## src/rtl/round_timer_pkg.sv

```systemverilog
// rtl/round_timer_pkg.sv - shared state encoding, BCD constants and nibble helpers for round_timer
package round_timer_pkg;

  typedef enum logic [1:0] {
    ST_IDLE    = 2'd0,
    ST_RUNNING = 2'd1,
    ST_PAUSED  = 2'd2,
    ST_EXPIRED = 2'd3
  } rt_state_e;

  localparam logic [3:0] BCD_MAX  = 4'h9;
  localparam logic [3:0] BCD_ZERO = 4'h0;

  function automatic logic [3:0] clamp_nibble(input logic [3:0] n);
    return (n > BCD_MAX) ? BCD_MAX : n;
  endfunction

  // Packed-BCD decrement over the widest supported value (6 digits); callers zero-pad.
  function automatic logic [23:0] bcd_dec24(input logic [23:0] v);
    logic [23:0] r;
    logic        brw;
    r   = v;
    brw = 1'b1;
    for (int i = 0; i < 6; i++) begin
      if (brw) begin
        if (v[4*i +: 4] == BCD_ZERO) begin
          r[4*i +: 4] = BCD_MAX;
        end else begin
          r[4*i +: 4] = v[4*i +: 4] - 4'd1;
          brw         = 1'b0;
        end
      end
    end
    return r;
  endfunction

endpackage

```

## src/rtl/round_timer_decimal_down_unit.sv

```systemverilog
// rtl/round_timer_decimal_down_unit.sv - one BCD down-digit with load clamp and borrow output
module decimal_down_unit
  import round_timer_pkg::*;
(
  input  logic       clock,
  input  logic       resetn,
  input  logic       enable,
  input  logic       load,
  input  logic [3:0] load_digit,
  output logic [3:0] value,
  output logic       borrow_out
);

  logic [3:0] value_q;
  logic [3:0] value_d;

  always_comb begin
    value_d = value_q;
    if (load) begin
      value_d = clamp_nibble(load_digit);
    end else if (enable) begin
      value_d = (value_q == BCD_ZERO) ? BCD_MAX : value_q - 4'd1;
    end
  end

  always_ff @(posedge clock) begin
    if (!resetn) begin
      value_q <= BCD_ZERO;
    end else begin
      value_q <= value_d;
    end
  end

  assign value      = value_q;
  assign borrow_out = enable && (value_q == BCD_ZERO);

endmodule

```

## src/rtl/round_timer.sv

```systemverilog
// rtl/round_timer.sv - BCD countdown round timer; optional warn output under ROUND_TIMER_WARN_EN
module round_timer
  import round_timer_pkg::*;
#(
  parameter int                        NUM_DIGITS = 3,
  parameter logic [4*NUM_DIGITS-1:0]   WARN_BCD   = 12'h010
) (
  input  logic                    clock,
  input  logic                    resetn,
  input  logic                    tick,
  input  logic                    load,
  input  logic [4*NUM_DIGITS-1:0] load_value,
  input  logic                    start,
  input  logic                    pause,
  output logic [4*NUM_DIGITS-1:0] digits,
  output logic                    running,
  output logic                    expired,
  output logic                    time_up,
  output logic                    warn
);

  localparam logic [4*NUM_DIGITS-1:0] VAL_ZERO = '0;
  localparam logic [4*NUM_DIGITS-1:0] VAL_ONE  = (4*NUM_DIGITS)'(1);

  rt_state_e               state_q, state_d;
  logic                    running_q, expired_q, time_up_q, time_up_d;
  logic [NUM_DIGITS:0]     en;
  logic [4*NUM_DIGITS-1:0] digits_q;
  logic                    count_en;

  // Counting only happens in RUNNING with a nonzero value, so the chain never underflows.
  assign count_en = !load && (state_q == ST_RUNNING) && !pause && tick;
  assign en[0]    = count_en;

  for (genvar g = 0; g < NUM_DIGITS; g++) begin : g_digit
    decimal_down_unit u_digit (
      .clock      (clock),
      .resetn     (resetn),
      .enable     (en[g]),
      .load       (load),
      .load_digit (load_value[4*g +: 4]),
      .value      (digits_q[4*g +: 4]),
      .borrow_out (en[g+1])
    );
  end

  always_comb begin
    state_d   = state_q;
    time_up_d = 1'b0;
    if (load) begin
      state_d = ST_IDLE;
    end else begin
      case (state_q)
        ST_IDLE:    if (start && digits_q != VAL_ZERO) state_d = ST_RUNNING;
        ST_RUNNING: begin
          if (pause) begin
            state_d = ST_PAUSED;
          end else if (tick && (digits_q == VAL_ONE || en[NUM_DIGITS])) begin
            state_d   = ST_EXPIRED;
            time_up_d = 1'b1;
          end
        end
        ST_PAUSED:  if (start) state_d = ST_RUNNING;
        default:    state_d = state_q;
      endcase
    end
  end

`ifdef ROUND_TIMER_WARN_EN
  logic                    warn_q, warn_d;
  logic [23:0]             dec_full;
  logic [4*NUM_DIGITS-1:0] digits_next;

  // Compare against the value the digits take at this edge so warn lines up with digits.
  assign dec_full    = bcd_dec24(24'(digits_q));
  assign digits_next = count_en ? dec_full[4*NUM_DIGITS-1:0] : digits_q;
  assign warn_d      = ((state_d == ST_RUNNING) || (state_d == ST_PAUSED)) &&
                       (digits_next <= WARN_BCD);
`else
  logic warn_q, warn_d;
  assign warn_d = 1'b0;
`endif

  always_ff @(posedge clock) begin
    if (!resetn) begin
      state_q   <= ST_IDLE;
      running_q <= 1'b0;
      expired_q <= 1'b0;
      time_up_q <= 1'b0;
      warn_q    <= 1'b0;
    end else begin
      state_q   <= state_d;
      running_q <= (state_d == ST_RUNNING);
      expired_q <= (state_d == ST_EXPIRED);
      time_up_q <= time_up_d;
      warn_q    <= warn_d;
    end
  end

  assign digits  = digits_q;
  assign running = running_q;
  assign expired = expired_q;
  assign time_up = time_up_q;
  assign warn    = warn_q;

endmodule

```

## config.mk

```make
export PLATFORM = sky130hd
export DESIGN_NAME = round_timer
export DESIGN_NICKNAME = d
export VERILOG_FILES = /design/src/rtl/round_timer_pkg.sv /design/src/rtl/round_timer_decimal_down_unit.sv /design/src/rtl/round_timer.sv
export SDC_FILE = /design/constraint.sdc
export NUM_CORES = 1
export LEC_CHECK = 0
export BUFFER_PORTS_ARGS = -buffer_cell sky130_fd_sc_hd__buf_2
export CORE_ASPECT_RATIO = 1.4
export CORE_MARGIN = 2
export CORE_UTILIZATION = 41
export CTS_CLUSTER_DIAMETER = 40
export CTS_CLUSTER_SIZE = 25
export DETAILED_ROUTE_END_ITERATION = 10
export GPL_TIMING_DRIVEN = 1
export PLACE_DENSITY = 0.68
export SYNTH_ARGS = -nofsm -noshare
export SYNTH_HDL_FRONTEND = slang
export SYNTH_SLANG_ARGS = --single-unit
```

## constraint.sdc

```tcl
create_clock -name clock -period 2.1 [get_ports clock]
set_input_delay 0.42 -clock clock [delete_from_list [all_inputs] [get_ports clock]]
set_output_delay 0.42 -clock clock [all_outputs]
set_load 0.02 [all_outputs]
```

---- After elaboration in Yosys (flattened, before gate mapping) ----
Index checks and enable logic that the tools add are counted.
operators by class
  magnitude comparators ................... 3
  muxes and demuxes ....................... 19
  reductions and logical operators ........ 20
  eq/ne operators ......................... 5
  bitwise gates (word level) .............. 2
  add/sub/neg operators ................... 3
operators by type and width
  kind                                                  number
  2-to-1 mux 4 bit                                      12
  == test 12 x 1 -> 1 bit, second input constant        1
  greater-than comparator 4 bit, second input constant  3
  logical NOT 4 bit                                     3
  nonzero test 12 bit                                   1
  subtractor 4 x 1 -> 4 bit, second input constant      3
  2-to-1 mux 2 bit                                      5
  logical AND 1 bit                                     8
  case mux 2 bit (3 select lines)                       1
  nonzero test 2 bit                                    3
  == test 2 x 1 -> 1 bit, second input constant         2
  == test 2 bit, second input constant                  2
  OR reduction 4 bit                                    1
  logical NOT 1 bit                                     2
  logical NOT 2 bit                                     1
  NOT 1 bit                                             2
  logical OR 1 bit                                      1
  2-to-1 mux 1 bit                                      1
storage, ports and cells
  input bits .............................. 18
  output and inout port bits .............. 16
  logic and storage cells ................. 59
  register bits ........................... 17

---- Longest topological paths before layout ----
  depth after elaboration ................. 14
  gate-level depth with buffers ........... 4

---- Cells and area by module ----
Synthesis repeated with hierarchy kept, for this count alone.
second synthesis, totals
  cells, all modules ...................... 109
  area total of the unflattened synthesis .. 977.2 µm²
by module, submodules not included
  module             area an instance (µm²)  instances  cells an instance
  decimal_down_unit  231.5                   3          26
  round_timer        282.8                   1          31

---- Worst setup path before layout ----
Ideal clock, no wire load.
  path type ............................... reg2reg
  start ................................... register g_digit[0].u_digit.value_q[3]
  end ..................................... register g_digit[2].u_digit.value_q[2]
  stages on the path, launching flop included .. 5
  slack ................................... 106 ps
  arrival ................................. 1,862 ps
  buffers on the path ..................... 0
  clock period less this slack ............ 1,994 ps
  setup time .............................. 132 ps
  required time ........................... 1,968 ps
  path through ............................ dfxtp_1 or4_4 or4_4 o311ai_2 o211ai_1
between the ends
  word-level cells in the longest chain between the ends .. 4
RTL lines
  what                            RTL line                             text
  from (decl)                     round_timer_decimal_down_unit.sv:14  logic [3:0] value_q;
  from (signal assigned)          round_timer_decimal_down_unit.sv:30  value_q <= value_d;
  logical NOT 4 bit               round_timer_decimal_down_unit.sv:35  assign borrow_out = enable && (value_q == BCD_ZERO);
  logical AND 1 bit (2 in a row)  round_timer_decimal_down_unit.sv:35
  nonzero test 2 bit (no line)    -
  to (signal assigned)            round_timer_decimal_down_unit.sv:30
  to (decl)                       round_timer_decimal_down_unit.sv:14
No other way between the ends.
A chain may end at the register's enable or synchronous reset.

---- Final worst setup path ----
Ends and elaborated chain as after synthesis.

==> impl_metrics.ini <==
[synthesis]
synth_edf_count = 0
ys_seq_area_frac = 0.3542
ys_top_cells_by_area = dfxtp_1 35%, nor2_1 4.3%, a21oi_1 3.6%
ys.flop_type = dfxtp_1
synth_seq_cells = 17
synth_top_cell_by_area = dfxtp_1
yosysWarnings = 0
avgSynthCellArea_um2 = 8.213
synth_nets = 135
async_reset_ff_frac = 0
synth_common_cells = 17 x dfxtp_1, 11 x nor2_1, 7 x a21oi_1, 7 x o21ai_0
synth_most_common_cell = dfxtp_1
syn_area_um2 = 960.9
yosysUniqueCellTypes = 42
synthCells = 117
yosysTopAreaCellShare = 0.3542

[grt]
track_usage = 0.1956
grtUsageMet1 = 0.2268
grt_start_max_net_pins = 13
grt_pass1_vias = 931
antenna_found_initial = 0
grt_pass1_wl_um = 4008
grt_overflow = 0
top_usage_layer = met2
grtUsageMet2 = 0.3602
use_met3 = 0.01760

[floorplan]
die_x_um = 44.92
start_util = 0.4364
die_area_um2 = 2752
ioPinCount = 34
die_h_um = 61.28
core_area_um2 = 2202
rows = 20

[cells_and_area]
area_delta_synth_final_pct = 23.31
layout-drive-gt1-share = 0.3117
antenna_cells = 0
fill_cells = 233
fin_nets = 173

[place]
dp_hpwl_um = 1895
gp_congestion = 0.8973
port_buffers = 32

[critical_path]
critPathLaunchType = register
crit_type = register to register
end_kind = register
crit_fanout = 4
cp.arrival_ns = 2.06
cp.required_ns = 2.27

[timing]
fin_hold_ws_ns = 0.3915
fin_setup_tns_ns = 0
setup_viol = 0
fmax_mhz = 528.7
hold_violations = 0
fin_skew_ns = 0.003968
final_max_slew_viol_count = 0
layout_min_cycle_time_ns = 1.891
finalCritPeriodShare = 0.9006
rsz0062_at_grt = false

[clocking]
numCtsBuffers = 3
postCtsSetupBuffers = 0
cts_resized = 0
cts_hold_buffers = 0
cts_root_buf = clkbuf_4
clock-sinks = 17
tritoncts = yes
cts.path.max_buffers = 2
clk_latency_ns = 0.28
htree_levels = 1
clk_pin_slew_ns = 0.10

[pwr]
max-vdd-ir-drop_mv = 0.3830
power.density_nw_per_um2 = 586.0
cellLeakagePower_nw = 0.5103

[run]
drv_cap = 0

[routing]
dr.pass1.iters = 4
routedWlPerCell_um = 13.41
route.detailed.drc = 0
vias = 1010
vias_per_cell = 5.739
routed_wl_um = 2361
postRouteAntennaNets = 0
drtIter0Drc = 23

[run_status]
status = completed

[min_path]
holdCritPathClass = input port to register
final timing paths:
| check | start | to | depth (start not counted) | slack [ns] |
|---|---|---|---|---|
| min reg2reg | g_digit[2].u_digit.value[2] | g_digit[2].u_digit.value[2] | 2 | 0.56 |
| max | g_digit[0].u_digit.value[3] | g_digit[2].u_digit.value[2] | 4 | 0.21 |
| max reg2reg | g_digit[0].u_digit.value[3] | g_digit[2].u_digit.value[2] | 4 | 0.21 |
| min | load_value[10] | g_digit[2].u_digit.value[2] | 3 | 0.39 |
final cells by class:
cell class	count	area (µm²)	share of cell area
repair buffers	36	190.2	0.1605
multi-input cells	91	578.1	0.4879
inverters	6	22.52	0.01901
well taps	22	27.53	0.02323
clock buffers	4	26.28	0.02218
flip-flops and latches	17	340.3	0.2872
placed cells by master (no fill, tap or decap), types with 2 or more instances in the layout:
cell type	count
nand2b_1	3
or2_2	3
buf_2	32
nand3b_1	2
or4_4	2
buf_4	4
nor3_1	5
a21oi_1	7
or3_1	3
o21ai_0	7
nor2b_1	4
nor4_1	5
nand2_1	5
o21a_1	2
nand3_1	4
clkbuf_4	3
o311a_1	2
nand4_1	2
xnor2_1	2
nor2_1	11
o31a_1	2
dfxtp_1	17
nor3b_1	2
inv_1	5
o211ai_1	2
state kept, by name, indices dropped and copies added (netlist names):
register	count
expired	1
g_digit.u_digit.value	12
running	1
state_q	2
time_up	1
power breakdown:
part           switching (mW)  internal (mW)  total [mW]  leakage (nW)
Sequential             0.0203          0.340       0.360         0.140
Combinational          0.0942         0.0715       0.166         0.355
Clock                  0.0952         0.0736       0.169        0.0150
Total                   0.210          0.485       0.694         0.510
metrics by stage:
| stage | utilization | power [mW] | setup WS (ns) | cell area (µm²) | std cells |
|---|---|---|---|---|---|
| floorplan | - | 0.4693 | 0.1057 | 960.9 | 117 |
| global placement | 0.5261 | 0.5295 | 0.1958 | 1159 | 172 |
| detailed placement | 0.5261 | 0.5329 | 0.1793 | 1159 | 172 |
| CTS | 0.5381 | 0.7036 | 0.2058 | 1185 | 176 |
| global route | 0.5381 | 0.7420 | 0.1244 | 1185 | 176 |
| finish | 0.5381 | 0.6944 | 0.2087 | 1185 | 176 |
metal layers:
metal	share of wire	vias to the layer above	routed length, µm
li1	-	517	-
met1	0.41	461	964
met2	0.53	30	1250
met3	0.053	2	126
met4	0.0080	0	19
met5	0	-	0
kinds of logic after synthesis:
family                 after synthesis  share of synthesized area
XOR/XNOR                             3                    0.02735
other                                1                   0.003903
flip-flops                          17                     0.3542
multiplexers                         1                    0.01042
buffers and inverters                9                    0.04427
AND/OR/NAND/NOR                     56                     0.3385
AO/OA/AOI/OAI                       30                     0.2214
worst max-delay path: stages, from the launching register on:
cell      delay [ns]
dfxtp_1         0.32
or4_4           0.56
or4_4           0.57
o311ai_2        0.22
o211ai_1        0.11
(Power assumes the default switching activity.)
